`src/rtl/mc_ctrl_pkg.sv`:
```
// rtl/mc_ctrl_pkg.sv - shared types and encodings for the multicycle controller
// Holds the FSM state enum, opcode constants, alu_control codes, ALU operation
// classes and datapath mux select codes. HALT state exists only when
// MULTICYCLE_CONTROLLER_HALT_EN is defined.
package mc_ctrl_pkg;

    typedef enum logic [3:0] {
        S_FETCH,
        S_DECODE,
        S_MEMADR,
        S_MEMREAD,
        S_MEMWB,
        S_MEMWRITE,
        S_EXECUTER,
        S_EXECUTEI,
        S_ALUWB,
        S_BEQ,
        S_JAL
`ifdef MULTICYCLE_CONTROLLER_HALT_EN
        , S_HALT
`endif
    } state_t;

    localparam logic [6:0] OP_LW    = 7'b0000011;
    localparam logic [6:0] OP_SW    = 7'b0100011;
    localparam logic [6:0] OP_RTYPE = 7'b0110011;
    localparam logic [6:0] OP_ITYPE = 7'b0010011;
    localparam logic [6:0] OP_BEQ   = 7'b1100011;
    localparam logic [6:0] OP_JAL   = 7'b1101111;

    localparam logic [2:0] ALU_ADD = 3'b000;
    localparam logic [2:0] ALU_SUB = 3'b001;
    localparam logic [2:0] ALU_AND = 3'b010;
    localparam logic [2:0] ALU_OR  = 3'b011;
    localparam logic [2:0] ALU_SLT = 3'b101;

    localparam logic [1:0] ALUOP_ADD   = 2'b00;
    localparam logic [1:0] ALUOP_SUB   = 2'b01;
    localparam logic [1:0] ALUOP_FUNCT = 2'b10;

    localparam logic       ADR_PC     = 1'b0;
    localparam logic       ADR_ALUOUT = 1'b1;

    localparam logic [1:0] RES_ALUOUT    = 2'b00;
    localparam logic [1:0] RES_DATA      = 2'b01;
    localparam logic [1:0] RES_ALURESULT = 2'b10;

    localparam logic [1:0] SRCA_PC    = 2'b00;
    localparam logic [1:0] SRCA_OLDPC = 2'b01;
    localparam logic [1:0] SRCA_RS1   = 2'b10;

    localparam logic [1:0] SRCB_RS2  = 2'b00;
    localparam logic [1:0] SRCB_IMM  = 2'b01;
    localparam logic [1:0] SRCB_FOUR = 2'b10;

    localparam logic [1:0] IMM_I = 2'b00;
    localparam logic [1:0] IMM_S = 2'b01;
    localparam logic [1:0] IMM_B = 2'b10;
    localparam logic [1:0] IMM_J = 2'b11;

endpackage

```
`src/rtl/mc_alu_decoder.sv`:
```
// rtl/mc_alu_decoder.sv - maps ALU operation class and funct fields to alu_control
// Ports: alu_op (class: add/sub/funct), funct3, funct7b5, op5 (opcode bit 5,
// set for R-type) -> alu_control.
module mc_alu_decoder
    import mc_ctrl_pkg::*;
(
    input  logic [1:0] alu_op,
    input  logic [2:0] funct3,
    input  logic       funct7b5,
    input  logic       op5,
    output logic [2:0] alu_control
);

    always_comb begin
        alu_control = ALU_ADD;
        case (alu_op)
            ALUOP_ADD: alu_control = ALU_ADD;
            ALUOP_SUB: alu_control = ALU_SUB;
            default: begin
                case (funct3)
                    // funct7b5 only selects sub for register-register ops;
                    // for immediates bit 30 belongs to the immediate.
                    3'b000:  alu_control = (op5 && funct7b5) ? ALU_SUB : ALU_ADD;
                    3'b010:  alu_control = ALU_SLT;
                    3'b110:  alu_control = ALU_OR;
                    3'b111:  alu_control = ALU_AND;
                    default: alu_control = ALU_ADD;
                endcase
            end
        endcase
    end

endmodule

```
`src/rtl/multicycle_controller.sv`:
```
// rtl/multicycle_controller.sv - multicycle RISC-V control FSM with memory wait timeout
// Inputs: clk, reset (sync, active-high), op, funct3, funct7b5, zero, mem_ready.
// Outputs: mem_req, pc_write, adr_src, mem_write, ir_write, result_src,
// alu_src_a, alu_src_b, imm_src, reg_write, alu_control, illegal_op, mem_timeout.
// MULTICYCLE_CONTROLLER_HALT_EN adds halt_req/halted and a HALT state entered
// in place of FETCH while halt_req is high.
module multicycle_controller
    import mc_ctrl_pkg::*;
#(
    parameter int unsigned TIMEOUT_CYCLES = 16
) (
    input  logic       clk,
    input  logic       reset,
    input  logic [6:0] op,
    input  logic [2:0] funct3,
    input  logic       funct7b5,
    input  logic       zero,
    input  logic       mem_ready,
`ifdef MULTICYCLE_CONTROLLER_HALT_EN
    input  logic       halt_req,
    output logic       halted,
`endif
    output logic       mem_req,
    output logic       pc_write,
    output logic       adr_src,
    output logic       mem_write,
    output logic       ir_write,
    output logic [1:0] result_src,
    output logic [1:0] alu_src_a,
    output logic [1:0] alu_src_b,
    output logic [1:0] imm_src,
    output logic       reg_write,
    output logic [2:0] alu_control,
    output logic       illegal_op,
    output logic       mem_timeout
);

    // Timeout fires on the TIMEOUT_CYCLES-th consecutive wait cycle, i.e.
    // while the counter still holds the count of the preceding wait cycles.
    localparam logic [7:0] TIMEOUT_LAST = 8'(TIMEOUT_CYCLES - 1);

    state_t     state, state_next;
    logic [7:0] wait_cnt;
    logic [1:0] alu_op;
    logic [2:0] alu_dec;

    mc_alu_decoder u_alu_decoder (
        .alu_op      (alu_op),
        .funct3      (funct3),
        .funct7b5    (funct7b5),
        .op5         (op[5]),
        .alu_control (alu_dec)
    );

    assign alu_control = reset ? ALU_ADD : alu_dec;

    always_comb begin
        case (op)
            OP_LW, OP_ITYPE: imm_src = IMM_I;
            OP_SW:           imm_src = IMM_S;
            OP_BEQ:          imm_src = IMM_B;
            OP_JAL:          imm_src = IMM_J;
            default:         imm_src = IMM_I;
        endcase
    end

    always_comb begin
        state_next  = state;
        alu_op      = ALUOP_ADD;
        mem_req     = 1'b0;
        pc_write    = 1'b0;
        adr_src     = ADR_PC;
        mem_write   = 1'b0;
        ir_write    = 1'b0;
        result_src  = RES_ALUOUT;
        alu_src_a   = SRCA_PC;
        alu_src_b   = SRCB_RS2;
        reg_write   = 1'b0;
        illegal_op  = 1'b0;
        mem_timeout = 1'b0;
`ifdef MULTICYCLE_CONTROLLER_HALT_EN
        halted      = 1'b0;
`endif
        case (state)
            S_FETCH: begin
                mem_req    = 1'b1;
                alu_src_b  = SRCB_FOUR;
                result_src = RES_ALURESULT;
                if (mem_ready) begin
                    ir_write   = 1'b1;
                    pc_write   = 1'b1;
                    state_next = S_DECODE;
                end
            end
            S_DECODE: begin
                alu_src_a = SRCA_OLDPC;
                alu_src_b = SRCB_IMM;
                case (op)
                    OP_LW, OP_SW: state_next = S_MEMADR;
                    OP_RTYPE:     state_next = S_EXECUTER;
                    OP_ITYPE:     state_next = S_EXECUTEI;
                    OP_BEQ:       state_next = S_BEQ;
                    OP_JAL:       state_next = S_JAL;
                    default: begin
                        illegal_op = 1'b1;
                        state_next = S_FETCH;
                    end
                endcase
            end
            S_MEMADR: begin
                alu_src_a  = SRCA_RS1;
                alu_src_b  = SRCB_IMM;
                state_next = (op == OP_SW) ? S_MEMWRITE : S_MEMREAD;
            end
            S_MEMREAD: begin
                mem_req    = 1'b1;
                adr_src    = ADR_ALUOUT;
                result_src = RES_ALUOUT;
                if (mem_ready) state_next = S_MEMWB;
            end
            S_MEMWRITE: begin
                mem_req   = 1'b1;
                adr_src   = ADR_ALUOUT;
                mem_write = mem_ready;
                if (mem_ready) state_next = S_FETCH;
            end
            S_MEMWB: begin
                result_src = RES_DATA;
                reg_write  = 1'b1;
                state_next = S_FETCH;
            end
            S_EXECUTER: begin
                alu_src_a  = SRCA_RS1;
                alu_src_b  = SRCB_RS2;
                alu_op     = ALUOP_FUNCT;
                state_next = S_ALUWB;
            end
            S_EXECUTEI: begin
                alu_src_a  = SRCA_RS1;
                alu_src_b  = SRCB_IMM;
                alu_op     = ALUOP_FUNCT;
                state_next = S_ALUWB;
            end
            S_ALUWB: begin
                result_src = RES_ALUOUT;
                reg_write  = 1'b1;
                state_next = S_FETCH;
            end
            S_BEQ: begin
                alu_src_a  = SRCA_RS1;
                alu_src_b  = SRCB_RS2;
                alu_op     = ALUOP_SUB;
                result_src = RES_ALUOUT;
                pc_write   = zero;
                state_next = S_FETCH;
            end
            S_JAL: begin
                alu_src_a  = SRCA_OLDPC;
                alu_src_b  = SRCB_FOUR;
                result_src = RES_ALUOUT;
                pc_write   = 1'b1;
                state_next = S_ALUWB;
            end
`ifdef MULTICYCLE_CONTROLLER_HALT_EN
            S_HALT: begin
                halted = 1'b1;
                if (!halt_req) state_next = S_FETCH;
            end
`endif
            default: state_next = S_FETCH;
        endcase

        // Abort only when still waiting; a ready on the threshold cycle has
        // already completed the transaction above. Strobes are 0 here because
        // they all depend on mem_ready.
        if (mem_req && !mem_ready && (wait_cnt == TIMEOUT_LAST)) begin
            mem_timeout = 1'b1;
            state_next  = S_FETCH;
        end

`ifdef MULTICYCLE_CONTROLLER_HALT_EN
        if ((state_next == S_FETCH) && halt_req) state_next = S_HALT;
`endif

        if (reset) begin
            alu_op      = ALUOP_ADD;
            mem_req     = 1'b0;
            pc_write    = 1'b0;
            adr_src     = ADR_PC;
            mem_write   = 1'b0;
            ir_write    = 1'b0;
            result_src  = RES_ALUOUT;
            alu_src_a   = SRCA_PC;
            alu_src_b   = SRCB_RS2;
            reg_write   = 1'b0;
            illegal_op  = 1'b0;
            mem_timeout = 1'b0;
`ifdef MULTICYCLE_CONTROLLER_HALT_EN
            halted      = 1'b0;
`endif
        end
    end

    // Counter is zero on entry to every request state: it clears on any cycle
    // that is not a continuing wait (completion, timeout or non-request state).
    always_ff @(posedge clk) begin
        if (reset) begin
            state    <= S_FETCH;
            wait_cnt <= 8'd0;
        end else begin
            state <= state_next;
            if (mem_req && !mem_ready && !mem_timeout) wait_cnt <= wait_cnt + 8'd1;
            else                                       wait_cnt <= 8'd0;
        end
    end

endmodule
```
`config.mk`:
```
export PLATFORM = sky130hd
export DESIGN_NAME = multicycle_controller
export DESIGN_NICKNAME = d
export VERILOG_FILES = /design/src/rtl/mc_ctrl_pkg.sv /design/src/rtl/mc_alu_decoder.sv /design/src/rtl/multicycle_controller.sv
export SDC_FILE = /design/constraint.sdc
export NUM_CORES = 1
export LEC_CHECK = 0
export CAP_MARGIN = 20
export CORE_MARGIN = 8
export CORE_UTILIZATION = 45
export DETAILED_ROUTE_END_ITERATION = 8
export PLACE_DENSITY = 0.91
export SLEW_MARGIN = 0
export SYNTH_ARGS = -nofsm -noshare
export SYNTH_HDL_FRONTEND = slang
export SYNTH_HIERARCHICAL = 1
export SYNTH_SLANG_ARGS = --single-unit
```
`constraint.sdc`:
```
create_clock -name clk -period 2.8 [get_ports clk]
set_clock_uncertainty 0.1 [all_clocks]
set_input_delay 0.7 -clock clk [delete_from_list [all_inputs] [get_ports clk]]
set_output_delay 0.7 -clock clk [all_outputs]
set_load 0.03 [all_outputs]
```
==> results.ini, run 1 <==
[critical_path]
r2r_setup_slack_ns = 0.94
path_cells = dlygate4sd2_1, buf_6, or4_4, a2bb2oi_2, nor2_1, buf_4
startpoint = mem_ready
crit_required_ns = 2.00
cp-start-kind = input port
cp_max_fo = 7
r2r-start = state[1]
cp_slowest_cell = or4_4
endpoint_kind = output port
path_class = input port to output port
critical_path.max_stage_delay_ns = 0.42
worstRegToRegCells = 6
worstPathArrival_ns = 1.94

[clock_tree]
cts_sinks = 12
post_cts_buffers = 0
postCtsHoldBufs = 0
clk_pin_slew_worst_paths_ns = 0.07
htreeDepth = 1
clk_latency_ns = 0.27
cts_tree = yes
cts_made_buffers = 3
cts_root_buffer = clkbuf_4
clk_path_buf_depth = 2

[finish]
mostFrequentLayoutCell = buf_4
n_fill_cell = 168
diodes = 0
fin_cells = 209
final_cell_mix = 31 x buf_4, 17 x nor2_1, 11 x clkdlybuf4s50_1, 11 x dfxtp_1, 10 x nand2_1
area_growth_pct = 46.6
drive_above_1_share_pct = 34.8
num-nets-final = 198

[power_and_ir_drop]
p_switching_mw = 0.151
total_power_mw = 0.481
clockPowerShare_pct = 27.7
intPower_mw = 0.331
switching_share_pct = 31.3
vdd_drop_max_mv = 0.227
pwr-share-seq_pct = 37.8
combPwrFrac_pct = 34.5
power.density_nw_per_um2 = 315
leakagePower_nw = 0.634

[place]
place_ws_ns = -0.256
hpwl_microns = 2350
portBuffers = 33
placed_cells = 205
place.gp.congestion = 0.878

[synth]
syn_nets = 155
syn_inst = 139
syn_avg_cell_area_sq_um = 7.49
ys_ff_latch = 12
ys_seq_area_share_pct = 23.1
synthFlopType = dfxtp_1
syn-cell-area_sq_um = 1040
synth_edf_count = 0
ys_types = 48
synth-async-reset-ratio_pct = 0
yosys_warnings = 6

[global_routing]
grt_overflow = 0
grt_use_total_pct = 14.4
first_global_vias = 1186
antenna_found_initial = 0
grt_max_degree = 19
grt_pass1_wl_microns = 5040

[timing]
fmax_ghz = 0.365
rsz0062_at_grt = no
final_max_slew_viol_count = 0
setup_viol = 0
finalHoldViolCount = 0
min_period_ns = 2.74
tightest_slew_ns = 0.472
fin_crit_sh_pct = 97.9
worst_slack_ns = 0.0582
relSlewSlack_pct = 67.7
fin_hold_ws_ns = 0.371

[floorplanning]
io_pins = 34
dieArea_sq_um = 4110
core_area_sq_um = 2190
fp.dieW_microns = 64.1
rows = 17
start_util_pct = 47.5
die_y_microns = 64.1

[min_path]
min_path_type = flip-flop to flip-flop
hp-start = wait_cnt[0]
min_path_cells = 1

[drt]
wirelength_microns = 3070
drtAntennaViolNets = 0
first_pass_iters = 4
drc = 0
wl_per_cell_microns = 14.7
vias = 1202
vias_per_cell = 5.75
first_iter_violations = 61

[run_status]
status = completed

[flow_run]
maxCapViolations = 0

==> synth_stat cells (5+ instances only) <==
master	count	area [sq um]
a21oi_1	5	25.0
clkbuf_1	5	18.8
dfxtp_1	12	240
nand2_1	10	37.5
nor2_1	17	63.8
nor2b_1	7	43.8
nor3_1	7	35.0
o21ai_0	6	30.0
xor2_1	6	52.6
==> metal layers <==
metal | track usage (%) | vias up | part of all wire [%]
met5 | 0 | - | 0
met4 | 8.45 | 0 | 2.9
met3 | 3.66 | 10 | 6.2
met2 | 24.8 | 52 | 49
met1 | 15.5 | 552 | 42
li1 | - | 588 | -
==> path summary, 6_finish.rpt <==
path	to
max	mem_timeout
min	wait_cnt[0]
min reg2reg	wait_cnt[0]
max reg2reg	state[0]
==> flip-flops by register name (all words and copies together), names as in the netlist <==
| signal | flops |
|---|---|
| wait_cnt | 8 |
| state | 4 |
==> worst max-delay path: cells and delay by family <==
kind	cells	cell delay, ns
buf+inv	3	0.55
compound gates	1	0.15
simple gates	2	0.53
==> kinds of logic after synthesis <==
logic type               count (synthesis)  synth area share (%)
flip-flops                              12                  23.1
buffers and inverters                   11                  5.17
XOR/XNOR                                10                  8.41
AO/OA/AOI/OAI                           28                  19.5
AND/OR/NAND/NOR                         77                  42.7
adder cells (fa/ha/maj)                  1                  1.20
==> per-stage QoR <==
step                cell area, sq um  setup TNS, ns  util (%)
floorplan                       1050              0         -
global placement                1430         -0.870      65.4
detailed placement              1430          -1.11      65.4
CTS                             1500              0      68.5
global route                    1530              0      69.7
finish                          1530              0      69.7
==> power groups by stage <==
stage	Sequential, mW	Combinational (mW)	Clock, mW
after detailed placement	0.186	0.158	0
after floorplan	0.180	0.0946	0
final	0.182	0.166	0.133
after global placement	0.186	0.155	0
after CTS	0.182	0.163	0.137
after global routing	0.183	0.178	0.146
==> area by class of cell <==
type | instances | area, sq um | area share [%]
tap | 28 | 35.0 | 2.30
inverter | 1 | 3.75 | 0.246
clock buffer | 4 | 36.3 | 2.38
sequential | 12 | 241 | 15.8
timing repair buffer | 48 | 403 | 26.4
multi-input combinational | 116 | 807 | 52.9
==> timing repair <==
| item | 4_1_cts | 5_1_grt |
|---|---|---|
| endpoints found under the setup margin | 7 | 4 |
| pin swaps | 4 | 1 |
| gates resized for setup | 10 | 11 |
No activity file was read; power rests on OpenSTA's default activity.
==> run 2, diff against run 1 <==
--- a/config.mk
+++ b/config.mk
@@ -8,8 +8,9 @@
 export CAP_MARGIN = 20
 export CORE_MARGIN = 8
 export CORE_UTILIZATION = 45
+export CTS_CLUSTER_DIAMETER = 200
 export DETAILED_ROUTE_END_ITERATION = 8
-export PLACE_DENSITY = 0.91
+export PLACE_DENSITY = 0.81
 export SLEW_MARGIN = 0
 export SYNTH_ARGS = -nofsm -noshare
 export SYNTH_HDL_FRONTEND = slang
==> constraint.sdc (replaced) <==
create_clock -name clk -period 3.4 [get_ports clk]
set_clock_uncertainty 0.1 [all_clocks]
set_input_delay 0.85 -clock clk [delete_from_list [all_inputs] [get_ports clk]]
set_output_delay 0.85 -clock clk [all_outputs]
set_load 0.03 [all_outputs]
==> results.ini, run 2 (same netlist as run 1, synthesis figures left out) <==
[run_status]
status = completed

[finish]
n_fill_cell = 199
num-nets-final = 190
largestRegisters = wait_cnt: 8 flops, state: 4 flops
diodes = 0
largest_reg_flops = 8
area_growth_pct = 34.5
regMostFlops = wait_cnt
drive_above_1_share_pct = 23.1
fin_area_sq_um = 1400
final_cell_mix = 25 x buf_4, 17 x nor2_1, 14 x clkdlybuf4s50_1
mostFrequentLayoutCell = buf_4

[floorplanning]
fp.dieW_microns = 64.1
core_area_sq_um = 2190
rows = 17
io_pins = 34
die_y_microns = 64.1
start_util_pct = 47.5
dieArea_sq_um = 4110

[global_routing]
antenna_found_initial = 0
grt_use_total_pct = 13.5
grt_max_degree = 21
grt_overflow = 0
use_met1_pct = 14.5
gr-max-usage-layer = met2
use_met3_pct = 4.36
grt_use_met2_pct = 24.1
first_global_vias = 1116
grt_pass1_wl_microns = 4690

[place]
hpwl_microns = 2270
placed_area_sq_um = 1370
portBuffers = 33
place.gp.congestion = 0.845

[critical_path]
cp_max_fo = 2
crit_required_ns = 2.45
critical_path.max_stage_delay_ns = 0.47
cp-start-kind = input port
path_class = input port to output port
worstPathArrival_ns = 2.33
cp_slowest_cell = clkdlybuf4s50_1
path_cells = clkdlybuf4s50_1, or3b_2, a21oi_1, a31oi_1, nor3_1, buf_4
endpoint_kind = output port

[clock_tree]
cts_root_buffer = clkbuf_4
cts_sinks = 12
cts_tree = yes
clk_pin_slew_worst_paths_ns = 0.07
cts_made_buffers = 3
clk_latency_ns = 0.28
clk_path_buf_depth = 2
htreeDepth = 1

[timing]
final_max_slew_viol_count = 0
fin_crit_sh_pct = 96.5
finalHoldViolCount = 0
rsz0062_at_grt = no
setup_tns_ns = 0
setup_viol = 0
fin_hold_ws_ns = 0.383
tightest_slew_ns = 0.569
fmax_ghz = 0.305
min_period_ns = 3.28
relSlewSlack_pct = 62.0

[min_path]
min_path_type = flip-flop to flip-flop

[power_and_ir_drop]
leakagePower_nw = 0.568
power.density_nw_per_um2 = 278
vdd_drop_max_mv = 0.261

[drt]
first_iter_violations = 48
first_pass_iters = 4
wl_per_cell_microns = 14.3
wirelength_microns = 2870
drtAntennaViolNets = 0
vias = 1144
drc = 0
vias_per_cell = 5.69

[flow_run]
maxCapViolations = 0

run 2: cell types whose count changed in the layout (fill, tap and decap cells not counted), sizes merged:
cell and change:
buf -9, clkdlybuf4s50 +3, clkbuf -1, dlymetal6s2s -1
run 2: worst paths after layout:
path	from	to	slack [ns]	depth (start not counted)
hold / removal	wait_cnt[0]	wait_cnt[0]	0.38	1
setup / recovery	mem_ready	pc_write	0.12	6
hold reg to reg	wait_cnt[0]	wait_cnt[0]	0.38	1
setup reg to reg	state[3]	state[0]	1.51	5
run 2: power by group:
part	switching [mW]	internal [mW]	leakage [nW]
logic	0.0722	0.0561	0.450
clock network	0.0497	0.0652	0.0210
registers	0.00258	0.144	0.0972
total	0.124	0.265	0.568
run 2: routing by layer:
layer,vias up,wire length (microns)
met4,0,22
li1,580,-
met5,-,0
met2,32,1500
met3,2,140
met1,530,1210
run 2: timing repair:
item / in CTS / in global routing
buffers inserted: 0 / 0
endpoints found under the setup margin: 1 / 0
resized for setup: 1 / 0
hold buffers: 0 / 0
run 2: cell type report:
type	count	area, sq um	area share, %
multi-input cells	116	748	53.4
well taps	28	35.0	2.50
flip-flops and latches	12	240	17.2
inverters	1	3.75	0.268
clock buffers	4	36.3	2.59
repair buffers	40	337	24.0
run 2: worst max-delay path: cells and delay by family:
family	cells	cell delay [ns]
compound gates	2	0.22
buf+inv	2	0.66
simple gates	2	0.60
run 2: metrics by stage:
stage | worst slack [ns] | cells | util, % | power (mW)
global placement | 0.0445 | 197 | 62.3 | 0.275
detailed placement | -0.0398 | 197 | 62.3 | 0.277
CTS | 0.114 | 201 | 63.9 | 0.392
global route | 0.0573 | 201 | 63.9 | 0.410
finish | 0.119 | 201 | 63.9 | 0.389
floorplan | 0.160 | 139 | - | 0.225
